`config.mk`:
```
export PLATFORM = sky130hd
export DESIGN_NAME = colour_zone_tracker
export DESIGN_NICKNAME = d
export VERILOG_FILES = /design/src/rtl/colour_zone_tracker.sv
export SDC_FILE = /design/constraint.sdc
export NUM_CORES = 1
export LEC_CHECK = 0
export ABC_AREA = 1
export CORE_MARGIN = 2
export CORE_UTILIZATION = 41
export DETAILED_ROUTE_END_ITERATION = 12
export DONT_BUFFER_PORTS = 1
export SETUP_SLACK_MARGIN = 0.2
export SYNTH_ARGS = -nofsm -noshare
export SYNTH_HDL_FRONTEND = slang
export SYNTH_SLANG_ARGS = --single-unit
```
`constraint.sdc`:
```
create_clock -name clk -period 5.4 [get_ports clk]
set_clock_uncertainty 0.1 [all_clocks]
set_input_delay 0.27 -clock clk [delete_from_list [all_inputs] [get_ports clk]]
set_output_delay 0.27 -clock clk [all_outputs]
set_load 0.05 [all_outputs]
```
`src/rtl/colour_zone_tracker.sv`:
```
// colour_zone_tracker: per-frame target-colour zone histogram with winner select and multi-frame hysteresis
module colour_zone_tracker #(
   parameter int H_ACTIVE = 640,
   parameter int NUM_ZONES = 5,
   parameter int COUNT_W = 17,
   parameter int MIN_PIXELS = 200,
   parameter int CONFIRM_FRAMES = 3,
   parameter int R_MIN = 180,
   parameter int G_MAX = 140,
   parameter int B_MAX = 90,
   localparam int DIR_W = $clog2(NUM_ZONES)
) (
   input  logic               clk,
   input  logic               reset,
   input  logic               pix_valid,
   input  logic               vsync,
   input  logic [7:0]         red,
   input  logic [7:0]         green,
   input  logic [7:0]         blue,
   input  logic               ext_mask,
   input  logic               use_ext_mask,
   output logic [DIR_W-1:0]   zone_idx,
   output logic [COUNT_W-1:0] zone_count,
   output logic               detected,
   output logic               result_valid
);
   localparam int ZONE_W = H_ACTIVE / NUM_ZONES;
   localparam int CW = ZONE_W > 1 ? $clog2(ZONE_W) : 1;
   localparam int SW = $clog2(CONFIRM_FRAMES + 1);
   typedef enum logic [1:0] {ACCUM, SCAN, DECIDE} state_t;
   state_t state, state_nx;
   logic vs_q, vs_q1, vs_fall, pix_hit, last_scan, hit;
   logic accum_en, scan_en, decide_en;
   logic [CW-1:0] col_in_zone;
   logic [DIR_W-1:0] zone_ptr, scan_idx, best_idx;
   logic [COUNT_W-1:0] acc [NUM_ZONES];
   logic [COUNT_W-1:0] best_count;
   logic [SW-1:0] hit_streak, miss_streak, hit_nx, miss_nx;
   assign pix_hit = pix_valid & (use_ext_mask ? ext_mask :
                    (red >= 8'(R_MIN) && green <= 8'(G_MAX) && blue <= 8'(B_MAX)));
   assign vs_fall = vs_q1 & ~vs_q;
   assign last_scan = scan_idx == DIR_W'(NUM_ZONES - 1);
   assign hit = 32'(best_count) >= 32'(MIN_PIXELS);
   assign hit_nx = hit_streak == SW'(CONFIRM_FRAMES) ? hit_streak : hit_streak + 1'b1;
   assign miss_nx = miss_streak == SW'(CONFIRM_FRAMES) ? miss_streak : miss_streak + 1'b1;
   always_ff @(posedge clk or posedge reset)
      if (reset) state <= ACCUM;
      else state <= state_nx;
   always_comb
      state_nx = state == ACCUM ? (vs_fall ? SCAN : ACCUM) :
                 state == SCAN ? (last_scan ? DECIDE : SCAN) : ACCUM;
   always_comb begin
      accum_en = state == ACCUM;
      scan_en = state == SCAN;
      decide_en = state == DECIDE;
   end
   // Column position resets on any pix_valid gap; the last zone absorbs leftover pixels.
   always_ff @(posedge clk or posedge reset)
      if (reset) begin
         vs_q <= 1'b0;
         vs_q1 <= 1'b0;
         col_in_zone <= '0;
         zone_ptr <= '0;
      end else begin
         vs_q <= vsync;
         vs_q1 <= vs_q;
         col_in_zone <= (!pix_valid || col_in_zone == CW'(ZONE_W - 1)) ? '0 : col_in_zone + 1'b1;
         zone_ptr <= !pix_valid ? '0 :
                     (col_in_zone == CW'(ZONE_W - 1) && zone_ptr != DIR_W'(NUM_ZONES - 1)) ? zone_ptr + 1'b1 : zone_ptr;
      end
   always_ff @(posedge clk or posedge reset)
      if (reset) begin
         for (int i = 0; i < NUM_ZONES; i++) acc[i] <= '0;
      end else begin
         for (int i = 0; i < NUM_ZONES; i++)
            if (decide_en) acc[i] <= '0;
            else if (accum_en && pix_hit && zone_ptr == DIR_W'(i) && acc[i] != '1) acc[i] <= acc[i] + 1'b1;
      end
   always_ff @(posedge clk or posedge reset)
      if (reset) begin
         scan_idx <= '0;
         best_idx <= '0;
         best_count <= '0;
         zone_idx <= DIR_W'(NUM_ZONES / 2);
         zone_count <= '0;
         detected <= 1'b0;
         result_valid <= 1'b0;
         hit_streak <= '0;
         miss_streak <= '0;
      end else begin
         result_valid <= decide_en;
         if (accum_en) begin
            scan_idx <= '0;
            best_idx <= '0;
            best_count <= '0;
         end
         if (scan_en) begin
            scan_idx <= scan_idx + 1'b1;
            if (acc[scan_idx] > best_count) begin
               best_count <= acc[scan_idx];
               best_idx <= scan_idx;
            end
         end
         if (decide_en) begin
            zone_count <= best_count;
            if (hit) zone_idx <= best_idx;
            hit_streak <= hit ? hit_nx : '0;
            miss_streak <= hit ? '0 : miss_nx;
            detected <= hit ? (detected | (hit_nx == SW'(CONFIRM_FRAMES))) :
                              (detected & (miss_nx != SW'(CONFIRM_FRAMES)));
         end
      end
endmodule

```
**Word-level counts from Yosys, hierarchy flattened**

Index checks and enable logic that the tools add are counted.

- Logic and storage cells: 119
- Bits of input ports: 30
- Output and inout bits: 22
- Bits in registers: 148

- Equal/unequal tests: 19
- Multiplexer cells: 34
- Bitwise gates (word level): 6
- Reductions and logical operators: 25
- Order comparisons: 6
- Add/sub/neg operators: 10

Operators by type and width:

| kind | number |
|---|---|
| 17-bit two-way mux | 15 |
| 17-bit by 1-bit adder with 17-bit output, second input constant | 5 |
| 17-bit inequality test, second input constant | 5 |
| 17-bit binary-select mux with 3-bit select | 1 |
| 3-bit two-way mux | 7 |
| 17-bit by 8-bit greater-or-equal comparator with 1-bit output, second input constant | 1 |
| 17-bit > comparator | 1 |
| 1-bit logical AND | 14 |
| 2-bit two-way mux | 7 |
| 2-bit nonzero test | 6 |
| 2-bit equality test, second input constant | 4 |
| 8-bit greater-or-equal comparator, second input constant | 1 |
| 8-bit by 7-bit less-or-equal comparator with 1-bit output, second input constant | 1 |
| 8-bit less-or-equal comparator, second input constant | 1 |
| 7-bit by 1-bit adder with 7-bit output, second input constant | 1 |
| 7-bit equality test, second input constant | 1 |
| 7-bit two-way mux | 1 |
| 3-bit by 1-bit adder with 3-bit output, second input constant | 2 |
| 3-bit by 2-bit equality test with 1-bit output, second input constant | 2 |
| 3-bit equality test, second input constant | 2 |
| 2-bit by 1-bit adder with 2-bit output, second input constant | 2 |
| 4-bit greater-or-equal comparator, second input constant | 1 |
| 3-bit NOT with 4-bit output | 1 |
| 1-bit bitwise AND | 3 |
| 13 further kinds | 15 |

**Longest topological paths before layout**

- Depth after elaboration: 10
- Mapped depth: 18

**Least setup slack after synthesis**

Ideal clock, no wire load.

- Path type: register -> register
- Start point: register scan_idx[0]
- End point: register best_idx[1]
- Library setup time: 0.066 ns
- Stages on the path, launching flop included: 16
- Data required time: 5.234 ns
- Arrival time: 2.288 ns
- Path slack: 2.946 ns
- Cells stage by stage: dfrtp_1 > buf_2 > buf_2 > a21oi_1 > o21ai_0 > a31oi_1 > ha_1 > nand2_1 > nor2_1 > and2_1 > nand4_1 > nand3_1 > nand2_1 > clkbuf_1 > nand2_1 > nand2_1

- Longest elaborated chain between the ends: 7

RTL lines:

| item | line | source |
|---|---|---|
| start, declared | 35 | `logic [DIR_W-1:0] zone_ptr, scan_idx, best_idx;` |
| start signal, assigned | 98 | `scan_idx <= scan_idx + 1'b1;` |
| 3-bit NOT with 4-bit output (not written as such) | 99 | `if (acc[scan_idx] > best_count) begin` |
| 17-bit binary-select mux with 3-bit select | 99 |  |
| 17-bit two-way mux (not written as such) (2 in a row) | 99 |  |
| 17-bit > comparator | 99 |  |
| 3-bit two-way mux | 99 |  |
| 3-bit two-way mux | 97 | `if (scan_en) begin` |
| end signal, assigned | 101 | `best_idx <= scan_idx;` |
| end, declared | 35 |  |

No other way between the ends. The select of a mux whose other input is x is not followed.
A chain may end at the register's enable or synchronous reset.

**Worst setup path after layout**

- Start point: register scan_idx[1]
- End point: register best_count[8]

- Longest elaborated chain between the ends: 7

RTL lines:

| item | line | source |
|---|---|---|
| 3-bit NOT with 4-bit output (not written as such) * | 99, 100 |  |
| 17-bit binary-select mux with 3-bit select * | 99, 100 |  |
| 17-bit two-way mux (not written as such) * (2 in a row) | 99, 100 |  |
| 17-bit > comparator | 99 |  |
| 17-bit two-way mux * | 99 |  |
| 17-bit two-way mux * | 97 |  |
| end signal, assigned | 100 | `best_count <= acc[scan_idx];` |
| end, declared | 37 | `logic [COUNT_W-1:0] best_count;` |

Mark *: on every way between the ends. The rest lies on a longest branch, timed or not. The select of a mux whose other input is x is not followed.

==> flow_summary.toml <==
[grt]
grt_overflow_total = 0
grt_max_degree = 98
track_usage_pct = 21.0
grt_pass1_wl_mm = 41.0
grt_pass1_vias = 7737
antenna_found_initial = 0

[die]
die-area_um2 = 24500
start_util_pct = 42.0
coreArea_um2 = 22700
design.portCount = 52
dieHeight_um = 157
die_x_um = 157
row_count = 55

[pwr]
switching_share_pct = 45.4
ir_worst_vdd_mv = 0.365
clkPwrFrac_pct = 26.9
p_per_area_nw_per_um2 = 429
combPwrFrac_pct = 36.9
p_int_uw = 2410
share_seq_of_total_power_pct = 36.3
switchingPower_uw = 2010
power_uw = 4410
p_leak_uw = 0.00524

[clock_tree]
ctsHoldBuffers = 3
cts.sinks = 148
post-cts-setup-buffers = 0
clockBufferDepth = 2
cts_tree = "built"
ctsHtreeMaxLevel = 4
cts_buffers = 17
cts.reportedPaths.clkPinSlew_ps = 60
post_cts_resized = 0
cts-root-buf = "clkbuf_16"
insertion_delay_ps = 440

[min_path]
min_from = "pix_valid"
min_path_type = "input pin to flip-flop"
hold_end = "acc[31]$_DFFE_PP0P_"
hold_depth = 4

[route]
wl_mm = 24.7
drc = 0
wl_met3_mm = 1.07
final_antenna_net_count = 0
first_iter_violations = 605
first_pass_iters = 5
wl_met2_mm = 11.7
top_layer_used = "met4"
viasPerCell = 5.31
vias = 8461
drt-met1-wl_mm = 11.6
wl_per_cell_um = 15.5

[synth]
yosys.area.top_type_share_pct = 38.6
synth_seq_cells = 148
yosysWarningCount = 0
synth_largest_area_cell = "dfrtp_1"
synth_nets = 1392
synth.area.top_cells = "dfrtp_1 39%, nand2_1 13%, nand3_1 8.1%"
synthFlopType = "dfrtp_1"
syn_area_um2 = 9540
synth_edf_count = 0
syn_inst = 1327
async_flop_share_pct = 100
synth_cell_types = 40
yosysSeqAreaShare_pct = 38.8
synth.avg_cell_area_um2 = 7.19

[sta]
setup_viol = 0
rsz0062_at_grt = "false"
tns_ps = 0
fmax_ghz = 0.246
max_slew_margin_pct = 37.0
tightest_slew_ps = 945
final.period_utilization_pct = 75.2
hold_viol = 0
slew_viol_final = 0
finalCriticalPeriod_ps = 4060

[setup_path]
crit_family = "simple AND/OR/NAND/NOR gates"
reg2reg_from = "scan_idx[1]$_DFFE_PP0P_"
critPathMostFrequentCell = "nand2_1"
required_ps = 5610
r2r_setup_slack_ps = 1340
worstSetupPathDepth = 15
r2r_end = "best_count[8]$_DFF_PP0_"
arrival_ps = 4270
cpMaxStageDelayCell = "dfrtp_1"
cp-start-kind = "flip-flop"
worst_r2r_path_depth = 15
cp_cell_sequence = "inv_2 -> a21oi_1 -> o21ai_1 -> a31oi_1 -> ha_1 -> nand2_1 -> inv_1 -> nand2_1 -> nor2_1 -> nand4_1 -> nand3_1 -> inv_1 -> nand2_1 -> nand2_1 -> nand2_1"
worstPathMaxFanout = 24
cp.buffers_inverters = 3
worstSetupPathType = "flip-flop to flip-flop"
end_kind = "flip-flop"
max_stage_delay_ps = 920

[placed_design]
hpwl_mm = 17.0
port-buffer-count = 0
gp_congestion = 0.882

[outcome]
status = "finished, final reports clean"

[run]
cap_violations = 0

[cells_and_area]
antennaDiodeCount = 0
synthToLayoutAreaGrowth_pct = 7.73
n_fill_cell = 2347
final_cell_mix = "330 x nand2_1, 155 x nand3_1, 152 x nor2_1, 147 x dfrtp_1, 133 x inv_1"
drive_above_1_share_pct = 5.28
mostFrequentLayoutCell = "nand2_1"
finalNetCount = 1360
metrics by stage:
stage	instances	utilization [%]	hold slack (ps)	setup slack, ps	area (um^2)
6_report	1593	45.3	267	1340	10300
5_1_grt	1593	45.3	283	1010	10300
4_1_cts	1593	45.3	260	1330	10300
3_5_place_dp	1558	42.6	201	1350	9660
3_3_place_gp	1558	42.6	202	1420	9660
2_1_floorplan	1327	-	201	1050	9540
metal layers:
layer | vias up | global-route usage (%)
met5 | - | 0
met4 | 0 | 5.59
met3 | 28 | 4.04
met2 | 183 | 33.8
met1 | 3956 | 28.9
li1 | 4294 | -
worst max-delay path by stage:
stage,from,end,slack [ps]
2_1_floorplan,reset,acc[0]$_DFFE_PP0P_,1050
3_5_place_dp,scan_idx[1]$_DFFE_PP0P_,best_count[5]$_DFF_PP0_,1350
4_1_cts,scan_idx[1]$_DFFE_PP0P_,best_count[16]$_DFF_PP0_,1330
3_3_place_gp,scan_idx[1]$_DFFE_PP0P_,best_count[2]$_DFF_PP0_,1420
6_report,scan_idx[1]$_DFFE_PP0P_,best_count[8]$_DFF_PP0_,1340
5_1_grt,scan_idx[1]$_DFFE_PP0P_,best_count[0]$_DFF_PP0_,1010
logic make-up after synthesis:
family          Yosys count  synth area share [%]
flops                   148                  38.8
simple gates            752                  35.3
buf+inv                 205                  8.93
xor+xnor                 56                  5.14
fa+ha+maj                35                  4.59
compound gates          131                  7.19
synth_stat cells, types with 13 or more instances:
master,n
nand2_1,330
xor2_1,45
nand3_1,155
nand4_1,80
ha_1,35
clkbuf_1,24
inv_1,134
dfrtp_1,147
nor2_1,152
a21oi_1,41
o21ai_0,62
a31oi_1,13
buf_2,23
sequential cells by signal, summed over array words and instances (netlist names), 2 cells and up:
name and flops:
hit_streak 2, zone_count 17, zone_idx 3, zone_ptr 3
state 2, scan_idx 3, best_count 17, miss_streak 2
best_idx 3, col_in_zone 7, acc 85
worst register-to-register path, cell delays in order (launching register included):
cell,delay (ps)
dfrtp_1,920
inv_2,310
a21oi_1,220
o21ai_1,80
a31oi_1,310
ha_1,320
nand2_1,90
inv_1,60
nand2_1,50
nor2_1,40
nand4_1,60
nand3_1,60
inv_1,470
nand2_1,590
nand2_1,190
nand2_1,70
cell type report:
type                            instances  area (um^2)  share of cell area (%)
Sequential cell                       148         3700                    36.1
Inverter                              139          529                    5.15
Timing Repair Buffer                   15          120                    1.17
Tap cell                              285          357                    3.47
Clock inverter                         14          144                    1.40
Clock buffer                           18          439                    4.27
Multi-Input combinational cell        974         4980                    48.5
power by group through the flow:
| stage | registers, uW | logic [uW] | clock network [uW] |
|---|---|---|---|
| CTS | 1600 | 1630 | 1210 |
| global placement | 1620 | 1600 | 0 |
| global route | 1620 | 1850 | 1260 |
| finish | 1600 | 1630 | 1190 |
| floorplan | 1580 | 1290 | 0 |
| detailed placement | 1620 | 1630 | 0 |
No activity file was read; power rests on OpenSTA's default activity.
